===== config.mk =====
export PLATFORM = sky130hd
export DESIGN_NAME = cam_stim_gen
export DESIGN_NICKNAME = d
export VERILOG_FILES = /design/src/rtl/cam_stim_pkg.sv /design/src/rtl/cam_pattern_gen.sv /design/src/rtl/cam_stim_gen.sv
export SDC_FILE = /design/constraint.sdc
export NUM_CORES = 1
export LEC_CHECK = 0
export ABC_AREA = 1
export CORE_UTILIZATION = 35
export CTS_CLUSTER_SIZE = 40
export DETAILED_ROUTE_END_ITERATION = 6
export GPL_TIMING_DRIVEN = 1
export PLACE_DENSITY = 0.53
export SLEW_MARGIN = 20
export SYNTH_ARGS = -nofsm -noshare
export SYNTH_HDL_FRONTEND = slang
export SYNTH_HIERARCHICAL = 1
export SYNTH_SLANG_ARGS = --single-unit

===== constraint.sdc =====
create_clock -name clk -period 1.7 [get_ports clk]
set_input_delay 0.34 -clock clk [delete_from_list [all_inputs] [get_ports clk]]
set_output_delay 0.34 -clock clk [all_outputs]
set_load 0.01 [all_outputs]

===== src/rtl/cam_stim_pkg.sv =====
// Shared encodings and helpers for the camera-side stimulus generator.
package cam_stim_pkg;

  // Data pattern selection, latched once per frame
  typedef enum logic [1:0] {
    MODE_CONST  = 2'd0,
    MODE_TOGGLE = 2'd1,
    MODE_COUNT  = 2'd2,
    MODE_BARS   = 2'd3
  } cam_mode_e;

  // Frame sequencer state
  typedef enum logic {
    IDLE = 1'b0,
    RUN  = 1'b1
  } cam_state_e;

  // RGB444 colour bar byte: even byte carries {0,R}, odd byte carries {G,B}.
  // Bar index bits map to R (bit 2), G (bit 1), B (bit 0) at full intensity.
  function automatic logic [7:0] bar_byte(input logic [2:0] bar, input logic odd);
    logic [3:0] r, g, b;
    r = bar[2] ? 4'hF : 4'h0;
    g = bar[1] ? 4'hF : 4'h0;
    b = bar[0] ? 4'hF : 4'h0;
    return odd ? {g, b} : {4'h0, r};
  endfunction

endpackage


===== src/rtl/cam_pattern_gen.sv =====
// Registered pixel byte generator. Loads a new byte on each emitted slot,
// zero outside HREF, and clears when the sequencer idles.
module cam_pattern_gen
  import cam_stim_pkg::*;
#(
  parameter logic [7:0] CONST_VAL = 8'h0F
) (
  input  logic       clk,
  input  logic       rst,
  input  logic       emit,
  input  logic       clear,
  input  logic       href,
  input  logic [1:0] mode,
  input  logic [7:0] col,
  input  logic [2:0] bar,
  output logic [7:0] px_data
);

  // Byte register, updated only when the sequencer emits a slot
  always_ff @(posedge clk) begin
    if (rst) begin
      px_data <= 8'h00;
    end else if (emit) begin
      if (!href) begin
        px_data <= 8'h00;
      end else begin
        case (mode)
          MODE_CONST:  px_data <= CONST_VAL;
          MODE_TOGGLE: px_data <= col[2] ? ~CONST_VAL : CONST_VAL;
          MODE_COUNT:  px_data <= col;
          default:     px_data <= bar_byte(bar, col[0]);
        endcase
      end
    end else if (clear) begin
      px_data <= 8'h00;
    end
  end

endmodule


===== src/rtl/cam_stim_gen.sv =====
// OV7670-style camera byte stream generator: PCLK divider, frame/line
// sequencing and sync generation. Outputs change only on PCLK falling edges.
module cam_stim_gen
  import cam_stim_pkg::*;
#(
  parameter int         LINE_BYTES = 320,
  parameter int         ROWS       = 120,
  parameter int         H_BLANK    = 4,
  parameter int         V_BLANK    = 4,
  parameter int         VSYNC_ROWS = 2,
  parameter int         PCLK_HALF  = 2,
  parameter logic [7:0] CONST_VAL  = 8'h0F,
  parameter int         BAR_W      = 20
) (
  input  logic        clk,
  input  logic        rst,
  input  logic        enable,
  input  logic [1:0]  mode,
  output logic        CAM_PCLK,
  output logic        CAM_VSYNC,
  output logic        CAM_HREF,
  output logic [7:0]  CAM_px_data,
  output logic        frame_done,
  output logic [15:0] frame_cnt
);

  localparam int COLS  = LINE_BYTES + H_BLANK;
  localparam int TROWS = V_BLANK + ROWS;
  localparam int COL_W = $clog2(COLS  > 1 ? COLS  : 2);
  localparam int ROW_W = $clog2(TROWS > 1 ? TROWS : 2);
  localparam int DIV_W = $clog2(PCLK_HALF > 1 ? PCLK_HALF : 2);
  localparam int PIX_W = $clog2(BAR_W > 1 ? BAR_W : 2);

  logic [DIV_W-1:0] div_cnt;
  logic [COL_W-1:0] col;
  logic [ROW_W-1:0] row;
  logic [PIX_W-1:0] pix_in_bar;
  logic [2:0]       bar;
  logic [1:0]       mode_q;
  cam_state_e       state;

  logic       div_end, fall_ev, emit, clear;
  logic       last_col, last_row;
  logic       slot_vsync, slot_href;
  logic [1:0] slot_mode;
  logic [7:0] col8;

  assign div_end    = (div_cnt == DIV_W'(PCLK_HALF - 1));
  // The clk on which the registered PCLK goes 1->0
  assign fall_ev    = div_end && CAM_PCLK;
  // A frame (re)starts from IDLE only if enable is high at that fall event
  assign emit       = fall_ev && ((state == RUN) || enable);
  assign clear      = fall_ev && (state == IDLE) && !enable;
  assign last_col   = (col == COL_W'(COLS - 1));
  assign last_row   = (row == ROW_W'(TROWS - 1));
  assign slot_vsync = (row < ROW_W'(VSYNC_ROWS));
  assign slot_href  = (row >= ROW_W'(V_BLANK)) && (col < COL_W'(LINE_BYTES));
  // On the starting slot the fresh mode must be used, not the stale latch
  assign slot_mode  = (state == IDLE) ? mode : mode_q;
  assign col8       = 8'(col);

  // Free-running PCLK divider, active in both IDLE and RUN
  always_ff @(posedge clk) begin
    if (rst) begin
      div_cnt  <= '0;
      CAM_PCLK <= 1'b0;
    end else if (div_end) begin
      div_cnt  <= '0;
      CAM_PCLK <= ~CAM_PCLK;
    end else begin
      div_cnt  <= div_cnt + DIV_W'(1);
    end
  end

  // Frame sequencer: slot counters, bar tracking, syncs and frame accounting
  always_ff @(posedge clk) begin
    if (rst) begin
      state      <= IDLE;
      mode_q     <= 2'd0;
      col        <= '0;
      row        <= '0;
      pix_in_bar <= '0;
      bar        <= 3'd0;
      CAM_VSYNC  <= 1'b0;
      CAM_HREF   <= 1'b0;
      frame_done <= 1'b0;
      frame_cnt  <= 16'd0;
    end else begin
      frame_done <= 1'b0;
      if (clear) begin
        CAM_VSYNC <= 1'b0;
        CAM_HREF  <= 1'b0;
      end
      if (emit) begin
        if (state == IDLE) begin
          mode_q <= mode;
          state  <= RUN;
        end
        CAM_VSYNC <= slot_vsync;
        CAM_HREF  <= slot_href;
        if (last_col) begin
          col        <= '0;
          pix_in_bar <= '0;
          bar        <= 3'd0;
          if (last_row) begin
            // Last slot of the frame: the next fall event decides RUN vs IDLE
            row        <= '0;
            state      <= IDLE;
            frame_done <= 1'b1;
            frame_cnt  <= frame_cnt + 16'd1;
          end else begin
            row <= row + ROW_W'(1);
          end
        end else begin
          col <= col + COL_W'(1);
          // Pixel boundary after each odd byte; step the bar every BAR_W pixels
          if (col[0]) begin
            if (pix_in_bar == PIX_W'(BAR_W - 1)) begin
              pix_in_bar <= '0;
              bar        <= bar + 3'd1;
            end else begin
              pix_in_bar <= pix_in_bar + PIX_W'(1);
            end
          end
        end
      end
    end
  end

  cam_pattern_gen #(
    .CONST_VAL (CONST_VAL)
  ) u_pat (
    .clk     (clk),
    .rst     (rst),
    .emit    (emit),
    .clear   (clear),
    .href    (slot_href),
    .mode    (slot_mode),
    .col     (col8),
    .bar     (bar),
    .px_data (CAM_px_data)
  );

endmodule


==> impl_summary.log <==
INFO  metric status = finished, final reports clean
INFO  metric antenna_left = 0
INFO  metric netlist_cell_types = 27
INFO  metric antennaDiodeCount = 0
INFO  metric critical_path.slowest_cell = sky130_fd_sc_hd__clkdlybuf4s50_1
INFO  metric insertion_delay = between 0.3 and 0.4 ns
INFO  metric wire_length_of_the_first_global_routing_pass = between 10000 and 15000 um
INFO  metric die_width = roughly 93 um
INFO  metric gp_routability_congestion = 0.833
INFO  metric period_minus_slack = between 1.5 and 2 ns
INFO  metric crit_end = frame_cnt[5]
INFO  metric ys_seq_area_share = between 30% and 40%
INFO  metric final_min_period_over_clock_period = around 97%
INFO  metric post_route_cells_drive_above_1_share = around 14%
INFO  metric crit_fanout = 5
INFO  metric clock_tree.buffer_depth = 2
INFO  metric cp.arrival = between 1 and 1.5 ns
INFO  metric path_class = reg -> out
INFO  metric detailed_placement_wirelength_estimate = 5250 um
INFO  metric ys_warn_count = 6
INFO  metric boundaryPins = 33
INFO  metric cts_buffers = 5
INFO  metric worst_setup_hold_path_clk_slew = ~0.10 ns
INFO  metric synth.net_count = ~450
INFO  metric power-per-cell-area = ~630 nW/um2
INFO  metric worst_tran_pin_value = 0.307 ns
INFO  metric antenna_found_initial = 0
INFO  metric clkSinkCount = 56
INFO  metric postRouteWirelength = around 7000 um
INFO  metric maximum_ir_drop_on_the_vdd_rail = 0.436 mV
INFO  metric coreArea = about 8000 um2
INFO  metric hp-class = reg -> reg
INFO  metric cts-root-buf = sky130_fd_sc_hd__clkbuf_8
INFO  metric crit_path_end_kind = output pin
INFO  metric ys_ff_latch = 56
INFO  metric finalPower = approximately 2400 uW
INFO  metric placementRows = 32
INFO  metric worst_clock_skew = 0.0117 ns
INFO  metric syn-instance-count = about 440
INFO  metric cts.hold.buffers_added = 0
INFO  metric syn-cell-area = 2910 um2
INFO  metric avgRoutedWirePerCell = roughly 12 um
INFO  metric drc = 0
INFO  metric fin_setup_tns = 0 ns
INFO  metric reg2reg_depth = 8
INFO  metric max-cap-violations = 0
INFO  metric height_of_the_die = just over 90 um
INFO  metric layoutNonFillerInstCount = 608
INFO  metric maxSlewHeadroom = just under 80%
INFO  metric timing.critical_path.from_type = flop
INFO  metric grt_overflow = 0
INFO  metric cts.htree.levels = 2
INFO  metric critical_path.top_delay_family = buffers and inverters
INFO  metric synth.avg_cell_area = 6.58 um2
INFO  metric grt_start_max_net_pins = 28
INFO  metric critical-path-max-stage-delay = roughly 0.57 ns
INFO  metric timing.final.max_slew_violations = 0
INFO  metric total_leakage_power = around 0.0015 uW
INFO  metric timing.critical_path.buf_inv = 1
INFO  metric worst_ep_required_time = between 1 and 1.5 ns
INFO  metric finalSetupViolCount = 0
INFO  metric number_of_global_route_vias_before_repair = about 2500
INFO  metric total_nets_final = 515
INFO  metric critical_path_depth = 1
INFO  metric pre_cts_ws = -0.262 ns
INFO  metric hold_violations = 0
INFO  metric reg2reg_setup_slack = roughly 0.13 ns
INFO  metric drt-initial-drc-count = between 100 and 150
INFO  metric r2r_start = col[0]$_SDFFE_PP0P_
INFO  metric area_delta_synth_final = 28.1%
INFO  metric grtUsageTotal = 17.0%
INFO  metric clock_tree_from_tritoncts = done
INFO  metric crit_path_cell_trace = clkdlybuf4s50_1
INFO  metric port_buffers = 32
INFO  metric maxClockFrequency = approximately 0.61 GHz
INFO  metric final_worst_hold_slack = approximately 0.46 ns
INFO  metric cp-startpoint = frame_cnt[5]$_SDFFE_PP0P_
INFO  metric final_critical_path_setup_slack = around 0.053 ns
INFO  metric initial_core_util = approximately 37%
INFO  metric first_pass_iters = 4
INFO  metric dp_cells = ~600
INFO  metric drt-vias-per-instance = ~4.7
INFO  metric routed-via-count = around 2900
INFO  metric rr_endpoint = pix_in_bar[3]$_SDFFE_PP0P_
INFO  metric design.die.area = just under 9000 um2
-- cells in the mapped netlist --
cell | n | area share (%)
sky130_fd_sc_hd__nand2_1 | 134 | 17
sky130_fd_sc_hd__dfxtp_1 | 56 | 39
sky130_fd_sc_hd__nor2_1 | 54 | 7.0
sky130_fd_sc_hd__inv_1 | 51 | 6.6
sky130_fd_sc_hd__a21oi_1 | 39 | 6.7
sky130_fd_sc_hd__nand3_1 | 35 | 6.0
sky130_fd_sc_hd__o21ai_0 | 15 | 2.6
sky130_fd_sc_hd__nor3_1 | 9 | 1.5
sky130_fd_sc_hd__nand4_1 | 8 | 1.7
sky130_fd_sc_hd__a21oi_2 | 5 | 1.5
sky130_fd_sc_hd__ha_1 | 5 | 2.2
sky130_fd_sc_hd__clkbuf_1 | 4 | 0.52
sky130_fd_sc_hd__xnor2_1 | 4 | 1.2
sky130_fd_sc_hd__xor2_1 | 4 | 1.2
sky130_fd_sc_hd__nor2_2 | 3 | 0.65
sky130_fd_sc_hd__inv_2 | 2 | 0.26
sky130_fd_sc_hd__nand3b_1 | 2 | 0.52
sky130_fd_sc_hd__nor2_4 | 2 | 0.77
sky130_fd_sc_hd__o21ai_1 | 2 | 0.34
sky130_fd_sc_hd__buf_1 | 1 | 0.13
sky130_fd_sc_hd__buf_2 | 1 | 0.17
sky130_fd_sc_hd__buf_6 | 1 | 0.39
sky130_fd_sc_hd__nand2_2 | 1 | 0.22
sky130_fd_sc_hd__nand3_4 | 1 | 0.60
sky130_fd_sc_hd__nand4_2 | 1 | 0.43
sky130_fd_sc_hd__nor2_8 | 1 | 0.69
sky130_fd_sc_hd__o21ai_2 | 1 | 0.30
-- final cells by class --
| class | count | area [um2] |
|---|---|---|
| clock buffer | 5 | 68.8 |
| clock inverter | 3 | 42.5 |
| fill | 830 | 4160 |
| inverter | 53 | 199 |
| multi-input combinational | 326 | 1580 |
| sequential | 56 | 1130 |
| tap | 102 | 128 |
| timing repair buffer | 63 | 578 |
-- power by group --
group          switching, uW  internal [uW]
clock                    462            437
sequential              7.25           1320
combinational           75.4           53.0
-- layout by cell type, fill, tap and decap left out, types with 8 or more instances in the layout --
| master | n |
|---|---|
| sky130_fd_sc_hd__nor2_1 | 52 |
| sky130_fd_sc_hd__dfxtp_1 | 46 |
| sky130_fd_sc_hd__clkdlybuf4s50_1 | 32 |
| sky130_fd_sc_hd__nand3_1 | 34 |
| sky130_fd_sc_hd__buf_4 | 29 |
| sky130_fd_sc_hd__o21ai_0 | 14 |
| sky130_fd_sc_hd__nand4_1 | 8 |
| sky130_fd_sc_hd__inv_1 | 51 |
| sky130_fd_sc_hd__nand2_1 | 133 |
| sky130_fd_sc_hd__dfxtp_2 | 10 |
| sky130_fd_sc_hd__nor3_1 | 8 |
| sky130_fd_sc_hd__a21oi_1 | 39 |
-- per-layer routing --
metal  part of all wire (%)  global-route usage (%)
met3                    2.6                    2.52
met4                    1.2                    5.77
met5                      0                       0
met1                     50                    22.2
met2                     46                    28.4
-- state kept, by name, summed over array words and instances (netlist names) --
register and count:
u_pat/px_data 8, CAM_VSYNC 1, CAM_HREF 1, div_cnt 1, row 7, bar 3, col 9, state 1
mode_q 2, frame_done 1, frame_cnt 16, pix_in_bar 5, CAM_PCLK 1
-- what timing repair did --
item                       4_1_cts  5_1_grt
resized for setup                4       13
pin swaps                        0        3
setup endpoints to repair        4       43
buffers inserted                 0        3
-- cells by family after synthesis --
kind of cell / Yosys count / share of synthesized area, %
AND/OR/NAND/NOR: 251 / 37.4
AO/OA/AOI/OAI: 62 / 11.4
buffers and inverters: 60 / 8.04
flip-flops: 56 / 38.5
XOR/XNOR: 8 / 2.41
adder cells (fa/ha/maj): 5 / 2.15
-- how the worst min path moves through the flow --
stage / start / to / cells after the start
floorplan: mode_q[1]$_SDFFE_PP0P_ / mode_q[1]$_SDFFE_PP0P_ / 2
global placement: mode_q[0]$_SDFFE_PP0P_ / mode_q[0]$_SDFFE_PP0P_ / 2
detailed placement: mode_q[1]$_SDFFE_PP0P_ / mode_q[1]$_SDFFE_PP0P_ / 2
CTS: mode_q[1]$_SDFFE_PP0P_ / mode_q[1]$_SDFFE_PP0P_ / 2
global route: u_pat/px_data[6]$_SDFFE_PP0P_ / u_pat/px_data[6]$_SDFFE_PP0P_ / 2
finish: mode_q[0]$_SDFFE_PP0P_ / mode_q[0]$_SDFFE_PP0P_ / 2
-- stage by stage --
| stage | utilization (%) | instance area [um2] |
|---|---|---|
| after floorplan | - | 2910 |
| after global placement | 44.9 | 3540 |
| after detailed placement | 44.9 | 3540 |
| after CTS | 46.4 | 3660 |
| after global routing | 47.2 | 3730 |
| final | 47.2 | 3730 |
Power figures use the tool's default switching activity.
